**src/rtl/umi_port_arbiter_pkg.sv**
```systemverilog
// Shared encodings for the UMI per-output-port arbiter.
package umi_arb_pkg;

  localparam logic [1:0] ARB_PRIO = 2'b00;
  localparam logic [1:0] ARB_RR   = 2'b01;
  localparam logic [1:0] ARB_AGED = 2'b10;

  typedef enum logic {ARB_IDLE, ARB_LOCKED} arb_state_e;

  // Binary index of a one-hot vector; 0 for an all-zero vector.
  function automatic int unsigned oh2bin(input logic [31:0] oh);
    int unsigned b;
    b = 0;
    for (int unsigned i = 0; i < 32; i++)
      if (oh[i]) b = b | i;
    return b;
  endfunction

endpackage

```
**src/rtl/umi_port_arbiter_if.sv**
```systemverilog
// Request/grant bundle between N requesters, one output sink and the arbiter.
interface umi_port_arbiter_if #(parameter int N = 4);
  localparam int SW = $clog2(N);

  logic [1:0]    mode;
  logic [N-1:0]  mask;
  logic [N-1:0]  umi_in_request;
  logic [N-1:0]  umi_in_eom;
  logic          umi_out_ready;
  logic [N-1:0]  umi_in_grant;
  logic          umi_out_valid;
  logic [SW-1:0] umi_out_sel;
  logic          locked;

  modport slave (
    input  mode, mask, umi_in_request, umi_in_eom, umi_out_ready,
    output umi_in_grant, umi_out_valid, umi_out_sel, locked
  );

  modport master (
    output mode, mask, umi_in_request, umi_in_eom, umi_out_ready,
    input  umi_in_grant, umi_out_valid, umi_out_sel, locked
  );
endinterface

```
**src/rtl/umi_port_arbiter_rr_pick.sv**
```systemverilog
// Find-first-set over vec_i starting at start_i, wrapping modulo N; one-hot out.
module umi_arb_rr_pick #(
  parameter int N  = 4,
  parameter int SW = $clog2(N)
) (
  input  logic [N-1:0]  vec_i,
  input  logic [SW-1:0] start_i,
  output logic [N-1:0]  oh_o
);

  // Walk from the farthest candidate back to start so the nearest one wins.
  always_comb begin
    oh_o = '0;
    for (int k = N - 1; k >= 0; k--) begin
      int            idx;
      logic [SW-1:0] pos;
      idx = int'(start_i) + k;
      if (idx >= N) idx = idx - N;
      pos = SW'(idx);
      if (vec_i[pos]) begin
        oh_o      = '0;
        oh_o[pos] = 1'b1;
      end
    end
  end

endmodule

```
**src/rtl/umi_port_arbiter.sv**
```systemverilog
// Per-output-port UMI arbiter: fixed / round-robin / aged policy, grant held to EOM.
module umi_port_arbiter
  import umi_arb_pkg::*;
#(
  parameter int N       = 4,
  parameter int AGE_MAX = 15,
  parameter int SW      = $clog2(N)
) (
  input  logic            clk,
  input  logic            nreset,
  umi_port_arbiter_if.slave bus
);

  localparam int AW = $clog2(AGE_MAX + 1);

  arb_state_e             state_q, state_d;
  logic [N-1:0]           lock_q, lock_d;
  logic [SW-1:0]          rr_q, rr_d;
  logic [N-1:0][AW-1:0]   age_q;

  logic [N-1:0]  eligible, aged, pick_vec, pick_oh, grant;
  logic [SW-1:0] start, sel;
  logic          valid, fire, eom_fire;

  assign eligible = bus.umi_in_request & ~bus.mask;

  always_comb begin
    for (int i = 0; i < N; i++)
      aged[i] = eligible[i] && (age_q[i] == AW'(AGE_MAX));
  end

  // Aged mode narrows the candidate set to starving requesters when any exist.
  always_comb begin
    pick_vec = eligible;
    start    = '0;
    case (bus.mode)
      ARB_PRIO: ;
      ARB_AGED: if (|aged) pick_vec = aged;
      default:  start = rr_q;
    endcase
  end

  umi_arb_rr_pick #(.N(N), .SW(SW)) u_pick (
    .vec_i   (pick_vec),
    .start_i (start),
    .oh_o    (pick_oh)
  );

  always_comb begin
    state_d = state_q;
    lock_d  = lock_q;
    grant   = '0;
    if (nreset) grant = (state_q == ARB_LOCKED) ? lock_q : pick_oh;
    valid    = |(grant & bus.umi_in_request);
    fire     = valid & bus.umi_out_ready;
    eom_fire = fire & (|(grant & bus.umi_in_eom));
    case (state_q)
      ARB_IDLE: if (fire && !eom_fire) begin
        state_d = ARB_LOCKED;
        lock_d  = grant;
      end
      ARB_LOCKED: if (eom_fire) begin
        state_d = ARB_IDLE;
        lock_d  = '0;
      end
      default: state_d = ARB_IDLE;
    endcase
  end

  assign sel = SW'(oh2bin(32'(grant)));

  always_comb begin
    rr_d = rr_q;
    if (eom_fire && (bus.mode == ARB_RR || bus.mode == 2'b11))
      rr_d = (sel == SW'(N - 1)) ? '0 : sel + 1'b1;
  end

  always_ff @(posedge clk or negedge nreset) begin
    if (!nreset) begin
      state_q <= ARB_IDLE;
      lock_q  <= '0;
      rr_q    <= '0;
    end else begin
      state_q <= state_d;
      lock_q  <= lock_d;
      rr_q    <= rr_d;
    end
  end

  // Ages track waiting in every mode so a switch to aged mode sees real history.
  always_ff @(posedge clk or negedge nreset) begin
    if (!nreset) begin
      age_q <= '0;
    end else begin
      for (int i = 0; i < N; i++) begin
        if (!bus.umi_in_request[i] || (fire && grant[i]))
          age_q[i] <= '0;
        else if (!grant[i] && age_q[i] != AW'(AGE_MAX))
          age_q[i] <= age_q[i] + 1'b1;
      end
    end
  end

  assign bus.umi_in_grant  = grant;
  assign bus.umi_out_valid = valid;
  assign bus.umi_out_sel   = sel;
  assign bus.locked        = (state_q == ARB_LOCKED);

endmodule

```
**src/flat_wrapper.sv**
```systemverilog
// flat-port wrapper written by rule: the top's interface ports become plain ports
module umi_port_arbiter_flat import umi_arb_pkg::*;
#(
  parameter int N       = 4,
  parameter int AGE_MAX = 15,
  parameter int SW      = $clog2(N)
)
  (clk, nreset, bus_mode, bus_mask, bus_umi_in_request, bus_umi_in_eom, bus_umi_out_ready, bus_umi_in_grant, bus_umi_out_valid, bus_umi_out_sel, bus_locked);
  umi_port_arbiter_if #(.N(N)) bus_i ();
  input  logic clk;
  input  logic nreset;
  input wire logic [$bits(bus_i.mode)-1:0] bus_mode;
  input wire logic [$bits(bus_i.mask)-1:0] bus_mask;
  input wire logic [$bits(bus_i.umi_in_request)-1:0] bus_umi_in_request;
  input wire logic [$bits(bus_i.umi_in_eom)-1:0] bus_umi_in_eom;
  input wire logic [$bits(bus_i.umi_out_ready)-1:0] bus_umi_out_ready;
  output wire logic [$bits(bus_i.umi_in_grant)-1:0] bus_umi_in_grant;
  output wire logic [$bits(bus_i.umi_out_valid)-1:0] bus_umi_out_valid;
  output wire logic [$bits(bus_i.umi_out_sel)-1:0] bus_umi_out_sel;
  output wire logic [$bits(bus_i.locked)-1:0] bus_locked;
  assign bus_i.mode = bus_mode;
  assign bus_i.mask = bus_mask;
  assign bus_i.umi_in_request = bus_umi_in_request;
  assign bus_i.umi_in_eom = bus_umi_in_eom;
  assign bus_i.umi_out_ready = bus_umi_out_ready;
  assign bus_umi_in_grant = bus_i.umi_in_grant;
  assign bus_umi_out_valid = bus_i.umi_out_valid;
  assign bus_umi_out_sel = bus_i.umi_out_sel;
  assign bus_locked = bus_i.locked;
  umi_port_arbiter #(.N(N), .AGE_MAX(AGE_MAX), .SW(SW)) u_core (.clk(clk), .nreset(nreset), .bus(bus_i));
endmodule
```
**config.mk**
```make
export PLATFORM = sky130hd
export DESIGN_NAME = umi_port_arbiter_flat
export DESIGN_NICKNAME = d
export VERILOG_FILES = /design/src/rtl/umi_port_arbiter_pkg.sv /design/src/rtl/umi_port_arbiter_if.sv /design/src/rtl/umi_port_arbiter_rr_pick.sv /design/src/rtl/umi_port_arbiter.sv /design/src/flat_wrapper.sv
export SDC_FILE = /design/constraint.sdc
export NUM_CORES = 1
export LEC_CHECK = 0
export ABC_AREA = 1
export CAP_MARGIN = 15
export CELL_PAD_IN_SITES_DETAIL_PLACEMENT = 1
export CELL_PAD_IN_SITES_GLOBAL_PLACEMENT = 1
export CORE_MARGIN = 4
export CORE_UTILIZATION = 40
export DETAILED_ROUTE_END_ITERATION = 16
export PLACE_DENSITY_LB_ADDON = 0.1
export SLEW_MARGIN = 25
export SYNTH_ARGS = -nofsm -noshare
export SYNTH_HDL_FRONTEND = slang
export SYNTH_HIERARCHICAL = 1
export SYNTH_SLANG_ARGS = --single-unit
export TNS_END_PERCENT = 100
```
**constraint.sdc**
```tcl
create_clock -name clk -period 4.7 [get_ports clk]
set_input_delay 0.705 -clock clk [delete_from_list [all_inputs] [get_ports clk]]
set_output_delay 0.705 -clock clk [all_outputs]
set_load 0.01 [all_outputs]
```
==> flow_summary.yaml <==
status:
  status: "complete, no violations"
synthesis:
  synth-seq-area-share: 0.305
  synth_top_cell_by_area: "dfrtp_1"
  yosys_warnings: 6
  postSynthCellCount: 269
  ys_types: 27
  ys_ff_latch: 23
  yosys.area.top_type_share: 0.305
  synth_edf_count: 0
  async_reset_ff_frac: 1.00
  synth_nets: 298
  synth_area_leaders: "dfrtp_1 30%, nand2_1 16%, nand3_1 8.7%"
  synth_ff_type: "dfrtp_1"
  syn_avg_cell_area_um2: 7.02
  synth_area_um2: 1890
global_route:
  top_usage_layer: "met2"
  use_met2: 0.313
  track_usage: 0.179
  grtUsageMet3: 0.0281
  antenna_found_initial: 0
  overflow: 0
  grt_pass1_vias: 1916
  grt_pass1_wl_um: 8650
  use_met1: 0.231
  grt_max_degree: 23
routing:
  drt-total-wl_um: 4950
  vias_per_cell: 5.07
  ant_nets: 0
  dr.pass1.iters: 4
  drc_errors: 0
  wl_per_cell_um: 14.1
  vias: 1778
  initialDrtViolationCount: 49
pwr:
  p_total_uw: 737
  ir_drop_mv: 0.159
  cellPowerDensity_nw_per_um2: 327
  leakage_uw: 0.00120
sta:
  finalSetupTns_ns: 0
  final.min_clock_period_ns: 4.44
  rsz0062_at_grt: "false"
  slew_violations: 0
  tightest_slew_ns: 0.537
  fmax_mhz: 225
  hold_viol_final: 0
  fin_crit_sh: 0.945
  maxSlewHeadroom: 0.641
  clock_skew_ns: 0.00162
  setup_viol: 0
min_path:
  min_path_cells: 2
  holdCritPathClass: "reg -> reg"
cells_and_area:
  final_common_cell: "nand2_1"
  final_nets: 329
  syn_to_final_growth_pct: 19.2
  num_antenna_cells: 0
  final_cell_mix: "81 x nand2_1, 34 x inv_1, 33 x nand3_1"
  drive_gt1_frac: 0.127
clocking:
  cts_inserted_buffers: 3
  clock_sinks: 23
  clk_path_buf_depth: 2
  h-tree-depth: 1
  postCtsSetupBuffers: 0
  clock_latency_ns: 0.27
  cts-resized-gates: 0
  cts-root-buf: "clkbuf_8"
  clk_pin_slew_ns: 0.08
  postCtsHoldBufs: 0
  tritoncts: "done"
worst_setup_path:
  arrival_ns: 3.74
  worst_r2r_path_depth: 23
  start_kind: "input pin"
  crit_type: "in -> out"
  end_kind: "output pin"
  required_ns: 3.99
  worst-path-max-fanout: 7
floorplan:
  die-area_um2: 5880
  die_w_um: 76.7
  io_pins: 25
  die_h_um: 76.7
  start_util: 0.422
  rows: 24
  core_region_area_um2: 4470
flow_run:
  max-cap-violations: 0
place:
  dpl.hpwl_um: 4050
  gp_congestion: 0.912
  io_buffer_count: 24
==> where the power goes <==
group,internal [uW],switching [uW],leakage [uW],total [uW]
clock network,59.3,66.3,0.0000255,126
registers,233,35.7,0.000306,268
logic,136,207,0.000868,343
==> flip-flops by register name (all words and copies together), names as in the netlist, named ones only <==
register,flops
u_core/age_q,16
u_core/lock_q,4
u_core/rr_q,2
==> Yosys cell counts (5+ instances only) <==
library cell / instances
a21oi_1: 7
ha_1: 12
dfrtp_1: 23
o21ai_0: 5
nor2_1: 16
inv_1: 34
nand3_1: 33
xor2_1: 8
nand4_1: 6
nand2_1: 81
nand2_2: 14
==> per-layer routing <==
metal	wire length [um]	up-vias	share of wire
li1	-	908	-
met1	2410	845	0.49
met2	2390	20	0.48
met3	112	5	0.023
met4	40	0	0.0081
met5	0	-	0
==> area by class of cell <==
| cell class | instances | area (um^2) |
|---|---|---|
| tap | 52 | 65.1 |
| timing repair buffer | 27 | 263 |
| inverter | 41 | 154 |
| fill | 596 | 2220 |
| clock buffer | 3 | 41.3 |
| multi-input combinational | 204 | 1150 |
| sequential | 23 | 576 |
| clock inverter | 1 | 5.00 |
==> per-stage QoR <==
| stage | utilization | instance area, um^2 | hold WS [ns] | cells | setup slack [ns] |
|---|---|---|---|---|---|
| 2_1_floorplan | - | 1890 | 0.409 | 269 | 1.62 |
| 3_3_place_gp | 0.493 | 2200 | 0.466 | 347 | 0.341 |
| 3_5_place_dp | 0.493 | 2200 | 0.472 | 347 | 0.282 |
| 4_1_cts | 0.503 | 2250 | 0.491 | 351 | 0.274 |
| 5_1_grt | 0.503 | 2250 | 0.510 | 351 | 0.0629 |
| 6_report | 0.503 | 2250 | 0.487 | 351 | 0.256 |
==> cells by family after synthesis <==
logic type               Yosys count  share of synthesized area
AND/OR/NAND/NOR                  163                      0.419
buffers and inverters             42                     0.0875
flip-flops                        23                      0.305
AO/OA/AOI/OAI                     19                     0.0630
adder cells (fa/ha/maj)           12                     0.0795
XOR/XNOR                          10                     0.0464
==> critical path: stages <==
cell             delay [ns]
clkdlybuf4s50_1        0.53
inv_1                  0.06
nor2_1                 0.18
nand4_1                0.16
o2111ai_1              0.17
a31oi_1                0.18
nand2_1                0.16
nand3_4                0.13
nand2_4                0.10
nand3_1                0.08
nand2_1                0.08
nand2_1                0.05
nand2_1                0.07
nand2_2                0.07
a21oi_4                0.29
inv_1                  0.08
nand2_1                0.09
clkdlybuf4s50_1        0.55
==> path summary, 6_finish.rpt <==
check / slack, ns / start / to
worst max-delay path: 0.26 / bus_umi_in_request[3] / bus_umi_out_sel[1]
worst max register to register: 1.54 / u_core/age_q[0] / u_core/lock_q[0]
worst min-delay path: 0.49 / u_core/rr_q[0] / u_core/rr_q[0]
min in group asynchronous: 0.78 / nreset / asynchronous set/reset pin
max in group asynchronous: 3.22 / nreset / u_core/age_q[7]
worst min register to register: 0.49 / u_core/rr_q[0] / u_core/rr_q[0]
No activity file was read; power rests on OpenSTA's default activity.
